`src/rtl/hazard_scoreboard.sv`:
```
// hazard_scoreboard: ID-stage interlock built from per-register countdown
// counters. Each GPR holds the number of cycles before its pending result
// can be consumed. A separate counter tracks how long HI/LO stay busy.
// Optional feature macro: HAZ_PERF_EN adds a saturating stall-cycle counter
// and the stall_cycles output.
module hazard_scoreboard #(
  parameter int NREGS    = 32,
  parameter int REG_AW   = 5,
  parameter int ALU_LAT  = 1,
  parameter int LOAD_LAT = 2,
  parameter int MDU_LAT  = 4
) (
  input  logic              clk,
  input  logic              rst_n,
  input  logic              id_valid,
  input  logic [REG_AW-1:0] id_rs,
  input  logic [REG_AW-1:0] id_rt,
  input  logic              id_rs_en,
  input  logic              id_rt_en,
  input  logic              id_early,
  input  logic              id_dst_en,
  input  logic [REG_AW-1:0] id_dst,
  input  logic              id_is_load,
  input  logic              id_mdu_start,
  input  logic              id_mdu_read,
  output logic              pc_write,
  output logic              if_id_write,
  output logic              control_dst,
  output logic [1:0]        stall_cause
`ifdef HAZ_PERF_EN
  ,
  output logic [31:0]       stall_cycles
`endif
);

  localparam int MAX_LAT = (LOAD_LAT > MDU_LAT) ? LOAD_LAT : MDU_LAT;
  localparam int CNT_W   = $clog2(MAX_LAT + 1);

  // Entry 0 exists only so id_rs/id_rt can index directly; it is held at zero.
  logic [CNT_W-1:0] cnt_q [NREGS];
  logic [CNT_W-1:0] cnt_d [NREGS];
  logic [CNT_W-1:0] mdu_cnt_q, mdu_cnt_d;

  logic rs_hit, rt_hit, mdu_hit, opnd_hit, stall, issue;

  // Hazard detection: purely combinational from registered counters and ID inputs.
  // A non-early consumer picks the value up from EX forwarding, so a count of 1
  // is already safe for it; an early (ID-stage) consumer needs the count at 0.
  always_comb begin
    rs_hit   = id_rs_en && (id_rs != '0) &&
               (id_early ? (cnt_q[id_rs] != '0) : (cnt_q[id_rs] > CNT_W'(1)));
    rt_hit   = id_rt_en && (id_rt != '0) &&
               (id_early ? (cnt_q[id_rt] != '0) : (cnt_q[id_rt] > CNT_W'(1)));
    mdu_hit  = (mdu_cnt_q != '0) && (id_mdu_start || id_mdu_read);
    opnd_hit = rs_hit || rt_hit;
    stall    = id_valid && (opnd_hit || mdu_hit);
    issue    = id_valid && !stall;
  end

  // Pipeline control outputs; MDU busy outranks operand causes, early outranks EX.
  always_comb begin
    pc_write    = !stall;
    if_id_write = !stall;
    control_dst = !stall;
    stall_cause = 2'b00;
    if (stall) begin
      if (mdu_hit)       stall_cause = 2'b11;
      else if (id_early) stall_cause = 2'b10;
      else               stall_cause = 2'b01;
    end
  end

  // Next counter values: drain every busy counter, then let an issuing producer
  // overwrite its destination (the load wins over the decrement).
  always_comb begin
    for (int r = 0; r < NREGS; r++) begin
      cnt_d[r] = (cnt_q[r] != '0) ? cnt_q[r] - CNT_W'(1) : '0;
      if (r != 0 && issue && id_dst_en && id_dst == REG_AW'(r))
        cnt_d[r] = id_is_load ? CNT_W'(LOAD_LAT) : CNT_W'(ALU_LAT);
    end
    cnt_d[0] = '0;
    mdu_cnt_d = (mdu_cnt_q != '0) ? mdu_cnt_q - CNT_W'(1) : '0;
    if (issue && id_mdu_start)
      mdu_cnt_d = CNT_W'(MDU_LAT);
  end

  // Counter registers; reset clears every pending hazard at once.
  always_ff @(posedge clk or negedge rst_n) begin
    if (!rst_n) begin
      for (int r = 0; r < NREGS; r++) cnt_q[r] <= '0;
      mdu_cnt_q <= '0;
    end else begin
      for (int r = 0; r < NREGS; r++) cnt_q[r] <= cnt_d[r];
      mdu_cnt_q <= mdu_cnt_d;
    end
  end

`ifdef HAZ_PERF_EN
  logic [31:0] stall_cycles_q, stall_cycles_d;

  // Count stalled cycles, sticking at all-ones rather than wrapping.
  always_comb begin
    stall_cycles_d = stall_cycles_q;
    if (stall && stall_cycles_q != 32'hFFFF_FFFF)
      stall_cycles_d = stall_cycles_q + 32'd1;
  end

  // Performance counter register.
  always_ff @(posedge clk or negedge rst_n) begin
    if (!rst_n) stall_cycles_q <= '0;
    else        stall_cycles_q <= stall_cycles_d;
  end

  assign stall_cycles = stall_cycles_q;
`endif

endmodule

```
`config.mk`:
```
export PLATFORM = sky130hd
export DESIGN_NAME = hazard_scoreboard
export DESIGN_NICKNAME = d
export VERILOG_FILES = /design/src/rtl/hazard_scoreboard.sv
export SDC_FILE = /design/constraint.sdc
export NUM_CORES = 1
export LEC_CHECK = 0
export ABC_AREA = 1
export BUFFER_PORTS_ARGS = -buffer_cell sky130_fd_sc_hd__buf_2
export CORE_ASPECT_RATIO = 2
export CORE_MARGIN = 4
export CORE_UTILIZATION = 30
export DETAILED_ROUTE_END_ITERATION = 16
export PLACE_DENSITY = 0.51
export SLEW_MARGIN = 20
export SYNTH_ARGS = -nofsm -noshare
export SYNTH_HDL_FRONTEND = slang
export SYNTH_SLANG_ARGS = --single-unit
```
`constraint.sdc`:
```
create_clock -name clk -period 4.25 [get_ports clk]
set_input_delay 0.6375 -clock clk [delete_from_list [all_inputs] [get_ports clk]]
set_output_delay 0.6375 -clock clk [all_outputs]
set_load 0.03 [all_outputs]
```
==> run summary, run 1 <==
The flow ran to the end, and the final reports show no timing, DRC or antenna violations. The number of synthesis warnings is 0. The area inside the core boundary is around 23,000 um2. The worst-case headroom to the max-slew limit came out at approximately two fifths. VDD sags by at most a little under 0.2 mV. After synthesis, the largest family of logic cells by area is simple AND/OR/NAND/NOR gates.

CTS built an H-tree with a depth of 3. In this run the static leakage power is 0.004053 uW. At the end of routability-driven placement, the weighted congestion stood at 1.004. In this run the remaining antenna-violating nets after routing total 0. Dividing the synthesized area by the synthesized cell count gives roughly 6.6 um2.

The endpoint type of the worst setup path is a primary output. The data required time at the worst endpoint is around 3.6 ns. On the critical path, the stage with the largest delay is an instance of sky130_fd_sc_hd__buf_2. The total negative slack is 0 ns. The sink count of the clock tree is 96. The simple-gate share of the synthesized area is around 48%. The max-cap check violation count is 0. The post-CTS setup-driven buffer insertion count is 0. The clock tree from TritonCTS is yes. Of the total synthesized cell area, the portion taken by full adders, half adders and majority gates is 0.3636%. The buffering stage count on the worst path with inverters included came out at 4.

The number of vias per cell after detailed routing came out at 5.017. At the pin with the least slew margin, the transition time is roughly 0.90 ns. Clock-pin slew was measured on the worst setup and hold paths at 0.07 ns. The wire length of the first global-routing pass came out at roughly 36 mm. The number of standard cells after synthesis is approximately 1.0k. The number of setup violations in the final report came out at 0. The via count of the first global-routing pass came to 6,562. The top-level I/O count came out at 30. The cell at the root of the clock tree is sky130_fd_sc_hd__clkbuf_16. The synthesized netlist occupies a cell area of 6882 um2.

In this run the deepest clock path goes through 2 buffers. The area growth from synthesis to layout came out at 8.091%. The shortest period the worst path allows came out at 3.499 ns. The library cell used most frequently in the layout, excluding fill and tap cells, is sky130_fd_sc_hd__nand2_1. The total die area came out at ~26,000 um2. Among the stages of the critical path, the cell type that occurs most often is sky130_fd_sc_hd__nand2_1.

The final global-route overflow total came out at 0. The arrival time at the worst endpoint came out at 2.86 ns. The type of the worst setup path is in2out. The post-cts hold buffer count came out at 0. The initial antenna violation count came out at 1. Setup repair after global routing left no endpoint under its margin. In the final layout, the share of cells above drive strength 1 is around 10%.

The tightest min-delay check is of the in2async type. The mux contribution to synthesized area is 0%. The worst clock skew is 0.01041 ns.

The detailed-route DRC error count came out at 0. The count of endpoints failing hold in the final timing report came out at 0. The final route contains 6,698 vias. Post-CTS repair changed the size of 0 cells. The total nets after synthesis came out at 1,072. The post-synthesis register bit count is between 90 and 100.

The ratio of final minimum period to clock period came out at roughly 82%. In this design, the stage delay of the slowest critical-path cell is 0.48 ns. The average routed wire per standard cell came out at 17.15 um. The number of standard-cell rows in the floorplan is 78.

Global routing consumed, over all layers together, 18.32% of the routing resources. The estimated wirelength of the detail-placed design is 16.81 mm. The die is 222.2 um tall.

The number of clock buffers added by TritonCTS is 9. Port buffering added 29 buffers. STA classifies the critical path startpoint as a primary input.

The floorplan die width is 115.1 um. The netlist uses 32 different library cells. The synthesized-area fraction occupied by ao, oa, aoi and oai cells came out at 5.073%. The cell area after placement came out at approximately 7100 um2. The pin count of the biggest net entering global routing is 71.

The starting density of the core is between 30% and 40%. The finished layout cell area came out at roughly 7400 um2. The number of max-slew violations in the final report came out at 0. The clock latency on the worst-skew pair is 0.37 ns. The total wire length came out at 22.90 mm. Sequential cells were found to cover 34.91% of the synthesized design area. The layout net count is 1,077. The violation count after the first detailed-routing iteration came out at 389.

The pre-antenna-repair detailed-routing pass consisted of 6 iterations. The maximum clock frequency came out at about 290 MHz. The kind of cell with the highest combined delay along the critical path is simple AND/OR/NAND/NOR gates.

The total of fill cells in the finished design is 2,546. The critical-path maximum fanout came out at 30. The xor and xnor fraction of the mapped netlist area came out at 0%. Traced cell by cell, the critical path runs through buf_2 -> inv_2 -> nor2_1 -> nand2_1 -> nand3_1 -> nor2_1 -> nand2_1 -> nand3_1 -> nand2_1 -> inv_1 -> nand2_1 -> nand3_2 -> nand3_4 -> nand2_1 -> a21oi_1 -> buf_2. The total power divided by cell area is about 310 nW/um2.

The top cell types in the final layout, fill and taps aside, are 356 x sky130_fd_sc_hd__nand2_1, 165 x sky130_fd_sc_hd__nor2_1, 125 x sky130_fd_sc_hd__inv_1.
[kinds of logic (layout without fill, tap and decap cells)]
family,count (synthesis),count (layout)
AND/OR/NAND/NOR,705,705
buffers and inverters,177,186
flip-flops,96,96
AO/OA/AOI/OAI,65,65
adder cells (fa/ha/maj),2,2
other,0,1
[metal layers]
layer / routed length (um) / up-vias / GRT usage (%)
li1: - / 3338 / -
met1: 8455 / 3153 / 19.07
met2: 12360 / 146 / 33.18
met3: 729 / 61 / 2.971
met4: 1353 / 0 / 11.33
met5: 0 / - / 0
[synth_stat cells (all sizes together)]
master  number  area share [%]
a21o         1            0.11
a21oi       26             1.9
buf         29             4.0
clkbuf      16            0.87
dfrtp       96              35
ha           2            0.36
inv        132             7.2
nand2      362              20
nand3       66             5.1
nand4       94              11
nor2       172              10
nor3        10            0.73
o211ai       6            0.65
o21ai       30             2.2
o21bai       1            0.11
o41ai        1            0.13
or2          1           0.091
[final cells by class]
class                      instances  area, um2  share of cell area [%]
antenna                            1      2.502                 0.03364
clock buffer                      12      246.5                   3.314
multi-input combinational        772       3649                   49.05
tap                              280      350.3                   4.710
timing repair buffer              39      250.2                   3.364
sequential                        96       2402                   32.30
clock inverter                     3      42.54                  0.5719
inverter                         132      495.5                   6.661
[worst paths after layout]
path | slack [ns] | end | depth (start not counted) | from
max reg2reg | 1.62 | cnt_q[64] | 14 | cnt_q[62]
max | 0.75 | stall_cause[1] | 16 | id_rt[0]
max in group asynchronous | 3.17 | cnt_q[63] | 2 | rst_n
min in group clk | 0.45 | mdu_cnt_q[0] | 1 | mdu_cnt_q[0]
min reg2reg | 0.45 | mdu_cnt_q[0] | 1 | mdu_cnt_q[0]
min | 0.20 | mdu_cnt_q[0] | 1 | rst_n
[report_power, final]
group          leakage [uW]  internal, uW  switching, uW
combinational       0.00258           134            402
sequential          0.00134           928           9.93
clock              0.000139           469            369
total               0.00405          1530            781
[flip-flops by register name, summed over array words and instances (netlist names)]
register	flops
cnt_q	93
mdu_cnt_q	3
[metrics by stage]
step	total power [uW]	hold WS [ns]	cells	setup slack [ns]	util (%)
floorplan	1382	0.3419	1045	1.133	-
global placement	1488	0.4386	1319	0.8796	31.56
detailed placement	1491	0.4468	1319	0.8382	31.56
CTS	2335	0.2186	1334	0.8251	32.84
global route	2399	0.2439	1334	0.5290	32.84
finish	2312	0.2047	1335	0.7506	32.85
Power figures use the tool's default switching activity.
==> run 2, diff against run 1 <==
==> constraint.sdc (replaced) <==
create_clock -name clk -period 3.5 [get_ports clk]
set_input_delay 0.525 -clock clk [delete_from_list [all_inputs] [get_ports clk]]
set_output_delay 0.525 -clock clk [all_outputs]
set_load 0.03 [all_outputs]
==> run 2 against run 1 <==
Compared with the run above: final cell count is 0.37% higher; sequential share of layout area down 0.12 points; flip-flop and latch count is the same; die area unchanged.
==> run summary, run 2 (synthesized netlist as in run 1, its figures left out) <==
The number of vias per cell after detailed routing came to 5.034 (+0.34%). The clock latency on the worst-skew pair came out at 0.37 ns (about the same). The flip-flop count of the largest register after layout came out at 93 (unchanged).

The worst-case setup slack after placement came to 0.3151 ns (-0.5231 ns). The final RePlAce weighted congestion is 0.9476 (-5.6%). The max-cap check violation count is 0 (unchanged).

The estimated wirelength of the detail-placed design came to 17.58 mm (+4.6%). The violation count after the first detailed-routing iteration is 392 (+0.77%). The cell type with the highest occurrence count on the critical path is sky130_fd_sc_hd__nand2_1. The sink count of the clock tree is 96 (unchanged). The detailed-route via count came to 6,746 (+0.72%). The combined area of the multi-input logic cells came out at 3649 um2 (unchanged).

In this run the critical register-to-register path is captured at cnt_q[60]. The shortest period the worst path allows is around 3.2 ns. The number of levels the H-tree was split into is 3 (unchanged). Leaving out fill and tap cells, the most frequent cells in the layout are 356 x sky130_fd_sc_hd__nand2_1, 165 x sky130_fd_sc_hd__nor2_1, 125 x sky130_fd_sc_hd__inv_1. The finished layout cell area is 7466 um2 (+0.37%). The average routed wire per standard cell came out at 17.30 um (+0.86%). The wire length of the first global-routing pass came out at 36.69 mm (+2.3%).

The layout cell share with drive strength beyond 1 came out at 10.39% (+0.43 points). The peak supply drop came out at 0.1874 mV (-5.8%). The number of setup violations in the final report came out at 0 (unchanged).

The worst clock skew is 0.008621 ns (-0.001790 ns). In the final layout, the registers with the most flip-flops are cnt_q x93, mdu_cnt_q x3. The detailed-route DRC error count came out at 0 (unchanged).

The final global-route overflow total came out at 0 (unchanged). The total die area came out at 25,570 um2 (unchanged). The run finished with clean final reports. The top-level I/O count came out at 30 (unchanged). The all-layer global routing usage was 18.84% (+0.52 points). The slowest stage of the critical path belongs to the cell sky130_fd_sc_hd__nor2_1. The starting density of the core is 30.39% (unchanged).

The arrival time at the worst endpoint came to 2.68 ns (-0.18 ns). The clock transition at the register clock pins on the worst setup and hold paths after CTS came out at 0.06 ns (about the same). The measured slew at the worst slew-check pin came out at 0.7757 ns (-0.1243 ns).

The setup slack of the worst register-to-register path was 0.90 ns (-0.72 ns). The total of fill cells in the finished design came to 2,543 (-0.12%). The overall die height is 222.2 um (unchanged). The number of buffers on the longest clock path came to 2 (unchanged). The power after layout came to 2773 uW (+20%).

The number of standard-cell rows in the floorplan came to 78 (unchanged). The count of instances resized after the clock tree is built was 0 (unchanged). The total wire length came to 23.18 mm (+1.2%). The total negative slack came out at 0 ns (unchanged).

The post-cts hold buffer count is 0 (unchanged). The total power divided by cell area is 371.4 nW/um2 (+20%). The maximum clock frequency came out at 312.4 MHz. The via count of the first global-routing pass came out at 6,726 (+2.5%). The critical-path maximum fanout is 18 (-40%).

The cell at the root of the clock tree is sky130_fd_sc_hd__clkbuf_16. The number of port buffers came to 29 (unchanged). The worst-case headroom to the max-slew limit is 47.89% (+7.9 points). The worst setup path is of the in2out kind. The layout net count came out at 1,081 (+0.37%). Traced cell by cell, the critical path runs through buf_2 -> inv_2 -> nor2_1 -> nand2_1 -> o21ai_0 -> o21ai_1 -> nand3_1 -> nand2_1 -> nand2_1 -> nand3_2 -> nand3_4 -> nand2_1 -> a21oi_1 -> buf_2.

The number of instances in the placed design is 1,323 (+0.30%). The filler-free cell count of the finished design came out at 1,340 (+0.37%). In this run the critical register-to-register path is launched from cnt_q[74]. The number of antenna-violating nets in the routed design was 0 (unchanged). The delay of the slowest critical-path stage came out at 0.36 ns (-0.12 ns). The area growth from synthesis to layout came out at 8.491%. The total area of sequential cells was 2402 um2 (unchanged). Setup repair after global routing left no endpoint under its margin. The library cell used most frequently in the layout, excluding fill and tap cells, is sky130_fd_sc_hd__nand2_1. The number of max-slew violations in the final report is 0 (unchanged). The worst setup path is launched from a primary input. The post-CTS setup-driven buffer insertion count came out at 0 (unchanged).

The worst setup slack after layout came to 0.2991 ns (-0.4515 ns). The initial antenna violation count is 1 (unchanged). The clock buffer count from CTS came out at 9 (unchanged). STA classifies the critical path endpoint as a primary output. The cell area after placement is 7177 um2 (+0.42%). The tightest min-delay check is of the in2async type. The leakage power summed over all cells came to 0.004074 uW (+0.52%). The count of TritonRoute iterations in the first routing pass came to 5 (-1).

The worst reg2reg path depth came out at 15 (+1). The ratio of final minimum period to clock period is between 90 and 100%. The pin count of the biggest net entering global routing came out at 54 (-24%). The floorplan die width came to 115.1 um (unchanged). The clock tree from TritonCTS is yes. The area inside the core boundary came to 22,640 um2 (unchanged). The data required time at the worst endpoint was 2.97 ns (-0.64 ns). cnt_q holds more flip-flops than any other register.

The count of endpoints failing hold in the final timing report is 0 (unchanged).
run 2: critical path, delay by kind of cell:
kind                   cells  cell delay (ns)
AO/OA/AOI/OAI              3             0.29
buffers and inverters      3             0.72
AND/OR/NAND/NOR            8             1.11
run 2: cell type report:
| type | count | area share (%) |
|---|---|---|
| multi-input cells | 772 | 48.87 |
| diodes | 1 | 0.03352 |
| flip-flops and latches | 96 | 32.18 |
| clock inverters | 2 | 0.1676 |
| clock buffers | 14 | 3.670 |
| inverters | 132 | 6.636 |
| repair buffers | 43 | 3.754 |
| well taps | 280 | 4.692 |
run 2: metal layers:
layer | vias up | GRT usage (%) | routed length [um]
met3 | 89 | 3.134 | 940
met4 | 0 | 13.84 | 1845
met2 | 196 | 33.23 | 12230
met5 | - | 0 | 0
li1 | 3349 | - | -
met1 | 3112 | 19.38 | 8164
run 2: power breakdown:
part / total [uW] / leakage [uW] / switching [uW] / internal [uW]
Clock: 990 / 0.000139 / 450 / 540
Combinational: 643 / 0.00260 / 476 / 167
Sequential: 1140 / 0.00134 / 11.7 / 1130
run 2: per-stage QoR:
step	utilization [%]	hold slack, ns
after global routing	32.96	0.2028
after detailed placement	31.70	0.4541
final	32.97	0.1643
after global placement	31.70	0.4508
after floorplan	-	0.2294
after CTS	32.96	0.1851
run 2: worst max path at each step:
stage,endpoint,slack [ns],startpoint
global route,stall_cause[0],0.02,id_rt[1]
detailed placement,stall_cause[1],0.32,id_rt[1]
floorplan,stall_cause[0],0.61,id_rt[1]
finish,stall_cause[1],0.30,id_rt[1]
CTS,stall_cause[1],0.31,id_rt[1]
global placement,stall_cause[1],0.32,id_rt[1]
